File: config.mk
export PLATFORM = sky130hd
export DESIGN_NAME = td4_core
export DESIGN_NICKNAME = d
export VERILOG_FILES = /design/src/rtl/td4_core.sv
export SDC_FILE = /design/constraint.sdc
export NUM_CORES = 1
export LEC_CHECK = 0
export CORE_ASPECT_RATIO = 1.2
export CORE_MARGIN = 3
export CORE_UTILIZATION = 52
export DETAILED_ROUTE_END_ITERATION = 16
export HOLD_SLACK_MARGIN = 0.15
export PLACE_DENSITY = 0.88
export SLEW_MARGIN = 10
export SYNTH_ARGS = -nofsm -noshare
export SYNTH_HDL_FRONTEND = slang
export SYNTH_SLANG_ARGS = --single-unit
export TNS_END_PERCENT = 10
File: constraint.sdc
create_clock -name CLK -period 2.1 [get_ports CLK]
set_input_delay 0.315 -clock CLK [delete_from_list [all_inputs] [get_ports CLK]]
set_output_delay 0.315 -clock CLK [all_outputs]
set_load 0.01 [all_outputs]
File: src/rtl/td4_core.sv
// TD4 4-bit CPU core: one instruction per CE-qualified edge, PC drives the external ROM.
// Optional macro TD4_HALT_EN: a JMP to its own address halts the core until reset.
module td4_core (
    input  logic       CLK,
    input  logic       RST_N,
    input  logic       CE,
    output logic [3:0] ROM_A,
    input  logic [7:0] ROM_Q,
    input  logic [3:0] IN_PORT,
    output logic [3:0] OUT_PORT,
    output logic       CARRY,
    output logic       HALT
);

    typedef enum logic [3:0] {
        OP_ADD_A = 4'b0000,
        OP_MOV_AB = 4'b0001,
        OP_IN_A  = 4'b0010,
        OP_MOV_A = 4'b0011,
        OP_MOV_BA = 4'b0100,
        OP_ADD_B = 4'b0101,
        OP_IN_B  = 4'b0110,
        OP_MOV_B = 4'b0111,
        OP_OUT_B = 4'b1001,
        OP_OUT_I = 4'b1011,
        OP_JNC   = 4'b1110,
        OP_JMP   = 4'b1111
    } opcode_e;

    logic [3:0] pc_q, pc_d;
    logic [3:0] a_q, a_d;
    logic [3:0] b_q, b_d;
    logic [3:0] out_q, out_d;
    logic       c_q, c_d;
    logic       run;
    logic       jmp_self;

    logic [3:0] opcode;
    logic [3:0] imm;
    logic [4:0] sum_a;
    logic [4:0] sum_b;

    assign opcode = ROM_Q[7:4];
    assign imm    = ROM_Q[3:0];
    assign sum_a  = {1'b0, a_q} + {1'b0, imm};
    assign sum_b  = {1'b0, b_q} + {1'b0, imm};
    assign jmp_self = (opcode == OP_JMP) && (imm == pc_q);

`ifdef TD4_HALT_EN
    logic halted_q, halted_d;

    assign run  = CE && !halted_q;
    assign HALT = halted_q;

    always_comb begin
        halted_d = halted_q;
        if (run && jmp_self) begin
            halted_d = 1'b1;
        end
    end

    always_ff @(posedge CLK) begin
        if (!RST_N) begin
            halted_q <= 1'b0;
        end else begin
            halted_q <= halted_d;
        end
    end
`else
    // Without halt support a JMP to self just re-executes every edge.
    logic unused_jmp_self;

    assign unused_jmp_self = jmp_self;
    assign run  = CE;
    assign HALT = 1'b0;
`endif

    always_comb begin
        pc_d  = pc_q;
        a_d   = a_q;
        b_d   = b_q;
        out_d = out_q;
        c_d   = c_q;
        if (run) begin
            pc_d = pc_q + 4'd1;
            c_d  = 1'b0;
            case (opcode)
                OP_ADD_A:  {c_d, a_d} = sum_a;
                OP_ADD_B:  {c_d, b_d} = sum_b;
                OP_MOV_A:  a_d = imm;
                OP_MOV_B:  b_d = imm;
                OP_MOV_AB: a_d = b_q;
                OP_MOV_BA: b_d = a_q;
                OP_IN_A:   a_d = IN_PORT;
                OP_IN_B:   b_d = IN_PORT;
                OP_OUT_B:  out_d = b_q;
                OP_OUT_I:  out_d = imm;
                OP_JMP:    pc_d = imm;
                // JNC tests the carry left by the previous instruction.
                OP_JNC:    if (!c_q) pc_d = imm;
                default:   ;
            endcase
        end
    end

    always_ff @(posedge CLK) begin
        if (!RST_N) begin
            pc_q  <= 4'd0;
            a_q   <= 4'd0;
            b_q   <= 4'd0;
            out_q <= 4'd0;
            c_q   <= 1'b0;
        end else begin
            pc_q  <= pc_d;
            a_q   <= a_d;
            b_q   <= b_d;
            out_q <= out_d;
            c_q   <= c_d;
        end
    end

    assign ROM_A    = pc_q;
    assign OUT_PORT = out_q;
    assign CARRY    = c_q;

endmodule
# Word-level counts from Yosys, hierarchy flattened
# Index checks and enable logic that the tools add are counted.
word_totals:
  regBits: 17
  input_bits: 15
  output_inout_bits: 10
  elab_cells: 32
op_classes:
  n_addsub: 3
  n_eq_ne: 11
  muxes: 6
  reduce_logical: 7
op_table:
  columns: ["operator", "count"]
  rows:
  - ["case mux 4 bit (4 select lines)", 2]
  - ["equality test 4 x 3 -> 1 bit (second input constant)", 4]
  - ["equality test 4 bit (second input constant)", 4]
  - ["case mux 4 bit (2 select lines)", 2]
  - ["adder 4 x 4 -> 5 bit", 2]
  - ["equality test 4 x 2 -> 1 bit (second input constant)", 2]
  - ["nonzero test 4 bit", 2]
  - ["AND reduction 2 bit", 3]
  - ["adder 4 x 1 -> 4 bit (second input constant)", 1]
  - ["equality test 4 x 1 -> 1 bit (second input constant)", 1]
  - ["zero test 4 bit", 1]
  - ["two-way mux 4 bit", 1]
  - ["case mux 1 bit (2 select lines)", 1]
  - ["nonzero test 2 bit", 1]

# Logic depth before layout (Yosys ltp)
# Gate-level depths: netlist (run 1).
logic_depth:
  ltp_word: 3
  depth_mapped: 6
  mapped_depth_nobuf: 6

# Worst setup path before layout (run 1)
# OpenSTA, ideal clock, no wires.
synth_timing:
  kind: "input port to flip-flop"
  from: "in ROM_Q[0]"
  to: "reg b_q[2]"
  setup_ns: 0.116
  arrival_ns: 1.659
  t_required_ns: 1.984
  path_slack_ns: 0.325
  path_stages: 6
  cell_sequence: "ha_1 -> fa_1 -> xor2_1 -> mux4_2 -> mux2i_1 -> nor2b_1"
synth_via:
  elab_chain_cells: 2
synth_rtl:
  columns: ["element", "line", "text"]
  rows:
  - ["start: declaration", "8", "input logic [7:0] ROM_Q,"]
  - ["adder 4 x 4 -> 5 bit", "46", "assign sum_b = {1'b0, b_q} + {1'b0, imm};"]
  - ["case mux 4 bit (4 select lines)", "87", "case (opcode)"]
  - ["end signal: assignment", "110", "b_q <= 4'd0;"]
  - ["end signal: assignment", "116", "b_q <= b_d;"]
  - ["end: declaration", "32", "logic [3:0] b_q, b_d;"]
# No other way between the ends.
# A chain may end at the register's enable or synchronous reset.

# Final worst setup path (run 1)
# Same ends and word-level chain as after synthesis.

==> results.sh, run 1 <==
export IMPL_worstPathArrival_ns=2.24
export IMPL_synth_mux_area_frac=0.153
export IMPL_reg2reg_depth=6
export IMPL_slew_viol_final=0
export IMPL_cts_buffers=3
export IMPL_fin_nets=197
export IMPL_fin_skew_ns=0.00788
export IMPL_port_buffers=23
export IMPL_yosys_cell_types_count=42
export IMPL_use_met3=0.0501
export IMPL_worstPathCellList="clkdlybuf4s50_1 > ha_1 > fa_1 > xor2_1 > mux4_2 > mux2i_1 > nor2b_1"
export IMPL_status="finished, final reports clean"
export IMPL_finalSetupViolations=0
export IMPL_antenna_found_initial=0
export IMPL_crit_slowest_cell="mux4_2"
export IMPL_hold_start="a_q[3]"
export IMPL_cts_sinks=17
export IMPL_core_area_um2=2380
export IMPL_grt_use_met2=0.387
export IMPL_post_cts_resized=0
export IMPL_powerDensity_nw_per_um2=450
export IMPL_grt_start_max_net_pins=19
export IMPL_clk_latency_ns=0.30
export IMPL_antennaDiodeCount=0
export IMPL_grt_pass1_wl_um=5420
export IMPL_grt_overflow_total=0
export IMPL_cp_end_kind="flop"
export IMPL_viasPerCell=6.10
export IMPL_drt_iter0_drc=32
export IMPL_tns_ns=0
export IMPL_wl_um=3400
export IMPL_firstDrtPassIters=4
export IMPL_hpwl_um=2650
export IMPL_synthTopCellsByArea="dfxtp_1, mux2i_1, ha_1, mux4_2, nand2_1"
export IMPL_post_route_min_period_ns=2.05
export IMPL_leakagePower_nw=0.774
export IMPL_h_tree_depth=1
export IMPL_cts_root_buf="clkbuf_4"
export IMPL_synth_avg_cell_area_um2=9.48
export IMPL_ir_drop_mv=0.273
export IMPL_dp_cells=197
export IMPL_cp_startpoint="ROM_Q[0]"
export IMPL_cp_max_fo=2
export IMPL_synthToLayoutAreaGrowth_pct=23.0
export IMPL_syn_num_nets=169
export IMPL_drc=0
export IMPL_final_cell_mix="clkdlybuf4s50_1, dfxtp_1, mux2i_1, nand2_1, ha_1"
export IMPL_cts_hold_fix_buffers=0
export IMPL_r2r_slack_ns=0.15
export IMPL_rsz0062_at_grt="false"
export IMPL_final_common_cell="clkdlybuf4s50_1"
export IMPL_slowest_delay_ns=0.46
export IMPL_seq_area_frac_synth=0.251
export IMPL_place_congestion=0.939
export IMPL_cts_tree="built"
export IMPL_grt_use_met1=0.276
export IMPL_final_antenna_net_count=0
export IMPL_hold_depth=2
export IMPL_yosys_warnings=0
export IMPL_synth_adder_area_share=0.113
export IMPL_yosys_area_top_type="dfxtp_1"
export IMPL_dieArea_um2=3260
export IMPL_place_ws_ns=-0.264
export IMPL_min_path_type="reg -> reg"
export IMPL_synth_compound_area_frac=0.206
export IMPL_cts_setup_buffers=0
export IMPL_synth_xor_area_share=0.0129
export IMPL_clkTransAtPathRegs_ns=0.11
export IMPL_wl_per_cell_um=16.9
export IMPL_synth_top_area_frac=0.251
export IMPL_fmax_mhz=488
export IMPL_synth_seq_cells=17
export IMPL_syn_cell_area_um2=1360
export IMPL_core_rowCount=19
export IMPL_grt_pass1_vias=1193
export IMPL_r2r_start="b_q[0]"
export IMPL_post_route_util=0.701
export IMPL_postSynthCellCount=143
export IMPL_vias=1226
export IMPL_fin_total_pwr_w=0.000749
export IMPL_rr_endpoint="b_q[2]"
export IMPL_cp_start_kind="input port"
export IMPL_die_width_um=52.6
export IMPL_die_y_um=61.9
export IMPL_drive_above_1_share=0.141
export IMPL_worstPathRequired_ns=2.29
export IMPL_finalCritPeriodShare=0.976
export IMPL_start_util=0.570
export IMPL_synth_top_family_by_area="compound AO/OA/AOI/OAI gates"
export IMPL_setup_ws_ns=0.0507
export IMPL_clockBufferDepth=2
export IMPL_path_class="in -> reg"
export IMPL_synthSimpleGateAreaFrac=0.203
export IMPL_ioPinCount=25
export IMPL_grt_util_all_layers=0.235
export IMPL_grt_busiest_layer="met2"
export IMPL_worstHoldEndpoint="a_q[3]"
export IMPL_final_cells=201
export IMPL_finalHoldViolations=0
export IMPL_drv_cap=0
## per-layer routing
metal | up-vias | wire length (µm)
met1 | 581 | 1450
met5 | - | 0
met4 | 0 | 90
met3 | 7 | 215
li1 | 590 | -
met2 | 48 | 1650
## synthesized netlist by cell type (all sizes together)
master and count:
nand2b 1, mux4 3, nor2 3, o211ai 1, ha 9, buf 8, nand4b 1, a221oi 1
o21ai 4, nand3 5, nor3 3, a31oi 3, and4b 2, nor2b 7, or2 2, and3 1
xor2 2, dfxtp 17, o31ai 1, fa 2, a21oi 9, a211oi 1, o2bb2ai 1, nor3b 3
clkbuf 1, conb 1, inv 4, mux2i 14, nand3b 1, o32ai 2, o21a 2, a21o 3
o22ai 6, nand2 15, o211a 4
## worst max-delay path by stage
stage | endpoint | slack [ns] | cells after the start
after floorplan | b_q[2] | 0.32 | 6
after global placement | b_q[2] | -0.15 | 7
after detailed placement | b_q[2] | -0.26 | 7
after CTS | b_q[2] | 0.06 | 7
after global routing | b_q[2] | 0.05 | 7
final | b_q[2] | 0.05 | 7
## flip-flops by register name, indices dropped and copies added, names as in the netlist
register	cells
OUT_PORT	4
b_q	4
a_q	4
ROM_A	4
CARRY	1
## critical path, delay by kind of cell
| kind | cells | cell delay [ns] |
|---|---|---|
| xor+xnor | 1 | 0.15 |
| fa+ha+maj | 2 | 0.65 |
| buf+inv | 1 | 0.43 |
| mux | 2 | 0.62 |
| simple gates | 1 | 0.07 |
## cell families after synthesis
family | count (synthesis)
other | 1
adder cells (fa/ha/maj) | 11
buffers and inverters | 13
XOR/XNOR | 2
AND/OR/NAND/NOR | 44
flip-flops | 17
multiplexers | 17
AO/OA/AOI/OAI | 38
## stage by stage
stage / cell area (µm²) / hold slack, ns
after detailed placement: 1640 / 0.482
after global placement: 1640 / 0.466
final: 1670 / 0.492
after global routing: 1670 / 0.511
after floorplan: 1360 / 0.445
after CTS: 1670 / 0.495
## area by class of cell
class | count | area (µm²)
inverter | 4 | 15.0
multi-input combinational | 113 | 936
timing repair buffer | 32 | 310
fill | 190 | 711
clock buffer | 4 | 26.3
sequential | 17 | 340
tap | 31 | 38.8
## power by group
part	leakage, nW	internal (W)	switching [W]
clock	0.0150	0.0000741	0.000109
sequential	0.138	0.000336	0.0000134
combinational	0.621	0.000112	0.000105
No activity file was read; power rests on OpenSTA's default activity.
==> inputs of run 2 (changes only) <==
--- a/config.mk
+++ b/config.mk
@@ -11,6 +11,7 @@
 export DETAILED_ROUTE_END_ITERATION = 16
 export HOLD_SLACK_MARGIN = 0.15
 export PLACE_DENSITY = 0.88
+export RECOVER_POWER = 100
 export SLEW_MARGIN = 10
 export SYNTH_ARGS = -nofsm -noshare
 export SYNTH_HDL_FRONTEND = slang
==> results.sh, run 2 (same netlist as run 1, synthesis figures left out) <==
export IMPL_r2r_start="b_q[0]"
export IMPL_hold_start="a_q[3]"
export IMPL_cts_buffers=3
export IMPL_final_antenna_net_count=0
export IMPL_start_util=0.570
export IMPL_clkTransAtPathRegs_ns=0.11
export IMPL_reg2reg_depth=6
export IMPL_final_common_cell="dfxtp_1"
export IMPL_fin_nets=197
export IMPL_drt_iter0_drc=39
export IMPL_hold_depth=2
export IMPL_ir_drop_mv=0.270
export IMPL_grt_pass1_wl_um=5420
export IMPL_cts_root_buf="clkbuf_4"
export IMPL_port_buffers=23
export IMPL_clk_latency_ns=0.30
export IMPL_r2r_slack_ns=0.15
export IMPL_rr_endpoint="b_q[2]"
export IMPL_leakagePower_nw=0.779
export IMPL_fin_total_pwr_w=0.000737
export IMPL_worstPathArrival_ns=2.24
export IMPL_ioPinCount=25
export IMPL_fin_area_um2=1620
export IMPL_drive_above_1_share=0.124
export IMPL_wl_per_cell_um=16.9
export IMPL_antenna_found_initial=0
export IMPL_post_route_min_period_ns=2.05
export IMPL_grt_start_max_net_pins=19
export IMPL_tns_ns=0
export IMPL_place_congestion=0.939
export IMPL_path_class="in -> reg"
export IMPL_hpwl_um=2650
export IMPL_finalCritPeriodShare=0.974
export IMPL_die_width_um=52.6
export IMPL_cp_max_fo=2
export IMPL_vias=1241
export IMPL_drv_cap=0
export IMPL_finalSetupViolations=0
export IMPL_slew_viol_final=0
export IMPL_post_cts_resized=0
export IMPL_status="finished, final reports clean"
export IMPL_final_cell_mix="dfxtp_1, mux2i_1, nand2_1"
export IMPL_drc=0
export IMPL_finalHoldViolations=0
export IMPL_fmax_mhz=489
export IMPL_fin_skew_ns=0.00765
export IMPL_place_area_um2=1640
export IMPL_grt_util_all_layers=0.235
export IMPL_worstPathRequired_ns=2.29
export IMPL_cts_hold_fix_buffers=0
export IMPL_antennaDiodeCount=0
export IMPL_wl_um=3400
export IMPL_firstDrtPassIters=4
export IMPL_min_path_type="reg -> reg"
export IMPL_die_y_um=61.9
export IMPL_h_tree_depth=1
export IMPL_grt_overflow_total=0
export IMPL_cts_setup_buffers=0
export IMPL_dp_cells=197
export IMPL_core_area_um2=2380
export IMPL_cts_tree="built"
export IMPL_worstHoldEndpoint="a_q[3]"
export IMPL_core_rowCount=19
export IMPL_cp_start_kind="input port"
export IMPL_powerDensity_nw_per_um2=456
export IMPL_cp_end_kind="flop"
export IMPL_dieArea_um2=3260
export IMPL_cts_sinks=17
export IMPL_rsz0062_at_grt="false"
export IMPL_whs_ns=0.491
export IMPL_final_cells=201
export IMPL_clockBufferDepth=2
export IMPL_grt_pass1_vias=1193
export IMPL_synthToLayoutAreaGrowth_pct=19.2
export IMPL_viasPerCell=6.17
-- run 2: critical path, stage by stage --
cell,delay [ns]
clkdlybuf4s50_1,0.43
ha_1,0.24
fa_1,0.41
xor2_1,0.15
mux4_2,0.46
mux2i_1,0.16
nor2b_1,0.07
-- run 2: metal layers --
| metal | part of all wire | track usage | wire (µm) | up-vias |
|---|---|---|---|---|
| met2 | 0.49 | 0.387 | 1650 | 49 |
| li1 | - | - | - | 589 |
| met1 | 0.43 | 0.276 | 1450 | 593 |
| met3 | 0.058 | 0.0501 | 198 | 10 |
| met4 | 0.029 | 0.157 | 99 | 0 |
| met5 | 0 | 0 | 0 | - |
-- run 2: report_power, final --
| group | total [W] | switching (W) | internal [W] |
|---|---|---|---|
| Clock | 0.000184 | 0.000110 | 0.0000741 |
| Sequential | 0.000349 | 0.0000131 | 0.000336 |
| Combinational | 0.000204 | 0.000101 | 0.000103 |
| Total | 0.000737 | 0.000224 | 0.000513 |
-- run 2: how the worst max path moves through the flow --
stage | to | slack (ns) | startpoint | depth (start not counted)
final | b_q[2] | 0.05 | ROM_Q[0] | 7
after global routing | b_q[2] | 0.05 | ROM_Q[0] | 7
after CTS | b_q[2] | 0.06 | ROM_Q[0] | 7
after detailed placement | b_q[2] | -0.26 | ROM_Q[0] | 7
after global placement | b_q[2] | -0.15 | ROM_Q[0] | 7
after floorplan | b_q[2] | 0.32 | ROM_Q[0] | 6
-- run 2: area by class of cell --
cell class                      instances  area, µm²
Clock buffer                            4       26.3
Fill cell                             200        762
Inverter                                4       15.0
Multi-Input combinational cell        113        902
Sequential cell                        17        340
Tap cell                               31       38.8
Timing Repair Buffer                   32        293
-- run 2: metrics by stage --
stage,worst slack [ns],utilization
after floorplan,0.325,-
after global placement,-0.151,0.690
after detailed placement,-0.264,0.690
after CTS,0.0561,0.701
after global routing,0.0487,0.679
final,0.0550,0.679
==> inputs of run 3 (changes only) <==
--- a/config.mk
+++ b/config.mk
@@ -5,12 +5,13 @@
 export SDC_FILE = /design/constraint.sdc
 export NUM_CORES = 1
 export LEC_CHECK = 0
+export CAP_MARGIN = 5
 export CORE_ASPECT_RATIO = 1.2
 export CORE_MARGIN = 3
 export CORE_UTILIZATION = 52
 export DETAILED_ROUTE_END_ITERATION = 16
 export HOLD_SLACK_MARGIN = 0.15
-export PLACE_DENSITY = 0.88
+export PLACE_DENSITY_LB_ADDON = 0.1
 export RECOVER_POWER = 100
 export SLEW_MARGIN = 10
 export SYNTH_ARGS = -nofsm -noshare
==> results.sh, run 3 (same netlist as run 1, synthesis figures left out) <==
export IMPL_status="finished, final reports clean"
export IMPL_fin_nets=200
export IMPL_ioPinCount=25
export IMPL_clockBufferDepth=2
export IMPL_combPwrFrac=0.280
export IMPL_powerDensity_nw_per_um2=450
export IMPL_clk_latency_ns=0.31
export IMPL_post_route_util=0.698
export IMPL_fin_skew_ns=0.00155
export IMPL_cp_top_family="buffers and inverters"
export IMPL_dieArea_um2=3260
export IMPL_r2r_slack_ns=0.20
export IMPL_seq_power_share=0.467
export IMPL_grt_util_all_layers=0.227
export IMPL_core_area_um2=2380
export IMPL_final_antenna_net_count=0
export IMPL_register_area_um2=340
export IMPL_slowest_delay_ns=0.61
export IMPL_slew_viol_final=0
export IMPL_crit_top_cell="a21o_1"
export IMPL_core_rowCount=19
export IMPL_final_cell_mix="dfxtp_1, mux2i_1, nand2_1"
export IMPL_ir_drop_mv=0.329
export IMPL_cp_start_kind="input port"
export IMPL_wl_um=3250
export IMPL_die_y_um=61.9
export IMPL_finalSetupViolations=0
export IMPL_firstDrtPassIters=4
export IMPL_rsz0062_at_grt="false"
export IMPL_antennaDiodeCount=0
export IMPL_drt_iter0_drc=49
export IMPL_crit_end="CARRY"
export IMPL_leakagePower_nw=0.801
export IMPL_fmax_mhz=496
export IMPL_worstPathArrival_ns=2.23
export IMPL_place_congestion=0.874
export IMPL_pwr_share_clk=0.253
export IMPL_setup_ws_ns=0.0850
export IMPL_switching_share=0.306
export IMPL_worst_path_buf_inv=2
export IMPL_start_util=0.570
export IMPL_r2r_start="b_q[0]"
export IMPL_wl_per_cell_um=16.0
export IMPL_die_width_um=52.6
export IMPL_post_cts_resized=0
export IMPL_crit_cells=7
export IMPL_finalHoldViolations=0
export IMPL_clkTransAtPathRegs_ns=0.10
export IMPL_multi_input_area_um2=910
export IMPL_cp_end_kind="flop"
export IMPL_power_switching_w=0.000228
export IMPL_worstPathRequired_ns=2.31
export IMPL_reg2reg_depth=6
export IMPL_vias=1248
export IMPL_drive_above_1_share=0.145
export IMPL_place_ws_ns=-0.228
export IMPL_antenna_found_initial=0
export IMPL_post_route_min_period_ns=2.01
export IMPL_cts_sinks=17
export IMPL_grt_pass1_wl_um=5230
export IMPL_cts_tree="built"
export IMPL_fillers=204
export IMPL_cts_buffers=3
export IMPL_h_tree_depth=1
export IMPL_cp_startpoint="ROM_Q[1]"
export IMPL_min_path_type="reg -> reg"
export IMPL_intPower_w=0.000519
export IMPL_cts_hold_fix_buffers=0
export IMPL_tightestPinTransition_ns=0.625
export IMPL_drc=0
export IMPL_worstPathCellList="dlygate4sd3_1 > clkbuf_2 > fa_1 > a21o_1 > a21oi_1 > nor3_1 > a21o_1"
export IMPL_dp_cells=200
export IMPL_cts_setup_buffers=0
export IMPL_rr_endpoint="b_q[2]"
export IMPL_grt_start_max_net_pins=19
export IMPL_drv_cap=0
export IMPL_finalCritPeriodShare=0.960
export IMPL_crit_slowest_cell="dlygate4sd3_1"
export IMPL_cp_max_fo=7
export IMPL_grt_overflow_total=0
export IMPL_path_class="in -> reg"
export IMPL_hold_depth=2
export IMPL_port_buffers=23
export IMPL_viasPerCell=6.12
export IMPL_final_common_cell="dfxtp_1"
export IMPL_final_cells=204
export IMPL_synthToLayoutAreaGrowth_pct=22.5
export IMPL_cts_root_buf="clkbuf_4"
export IMPL_hpwl_um=2560
export IMPL_grt_pass1_vias=1185
export IMPL_tns_ns=0
export IMPL_slew_headroom=0.583
run 3: cell types whose count changed in the layout (fill, tap and decap cells not counted), sizes merged:
cell    before  now
clkbuf       6    5
buf          7   11
run 3: final cells by class:
| class | instances | area share |
|---|---|---|
| clock buffer | 4 | 0.0158 |
| inverter | 4 | 0.00904 |
| multi-input combinational | 113 | 0.548 |
| sequential | 17 | 0.205 |
| tap | 31 | 0.0234 |
| timing repair buffer | 35 | 0.199 |
run 3: how the worst min path moves through the flow:
| stage | start | endpoint | slack, ns |
|---|---|---|---|
| final | a_q[3] | a_q[3] | 0.49 |
| after detailed placement | a_q[3] | a_q[3] | 0.48 |
| after global routing | a_q[3] | a_q[3] | 0.51 |
| after CTS | a_q[3] | a_q[3] | 0.49 |
| after floorplan | a_q[3] | a_q[3] | 0.45 |
| after global placement | ROM_A[3] | ROM_A[3] | 0.47 |
run 3: worst min-delay path: stages, from the launching register on:
cell       delay (ns)
dfxtp_1          0.35
nand2_1          0.06
o2bb2ai_1        0.05
run 3: routing by layer:
metal / global-route usage / part of all wire / up-vias
met5: 0 / 0 / -
met4: 0.186 / 0.047 / 0
met3: 0.0382 / 0.066 / 15
met2: 0.363 / 0.47 / 56
met1: 0.267 / 0.42 / 583
li1: - / - / 594
run 3: stage by stage:
step | total power [W] | instance area, µm² | hold slack, ns
final | 0.000747 | 1660 | 0.493
after global routing | 0.000784 | 1660 | 0.512
after CTS | 0.000758 | 1690 | 0.491
after detailed placement | 0.000571 | 1660 | 0.477
after global placement | 0.000566 | 1660 | 0.467
after floorplan | 0.000480 | 1360 | 0.445
run 3: power groups by stage:
stage	clock [W]	combinational, W	sequential [W]
after floorplan	0	0.000123	0.000356
final	0.000189	0.000209	0.000349
after global placement	0	0.000210	0.000356
after CTS	0.000192	0.000216	0.000349
after global routing	0.000204	0.000230	0.000351
after detailed placement	0	0.000214	0.000357
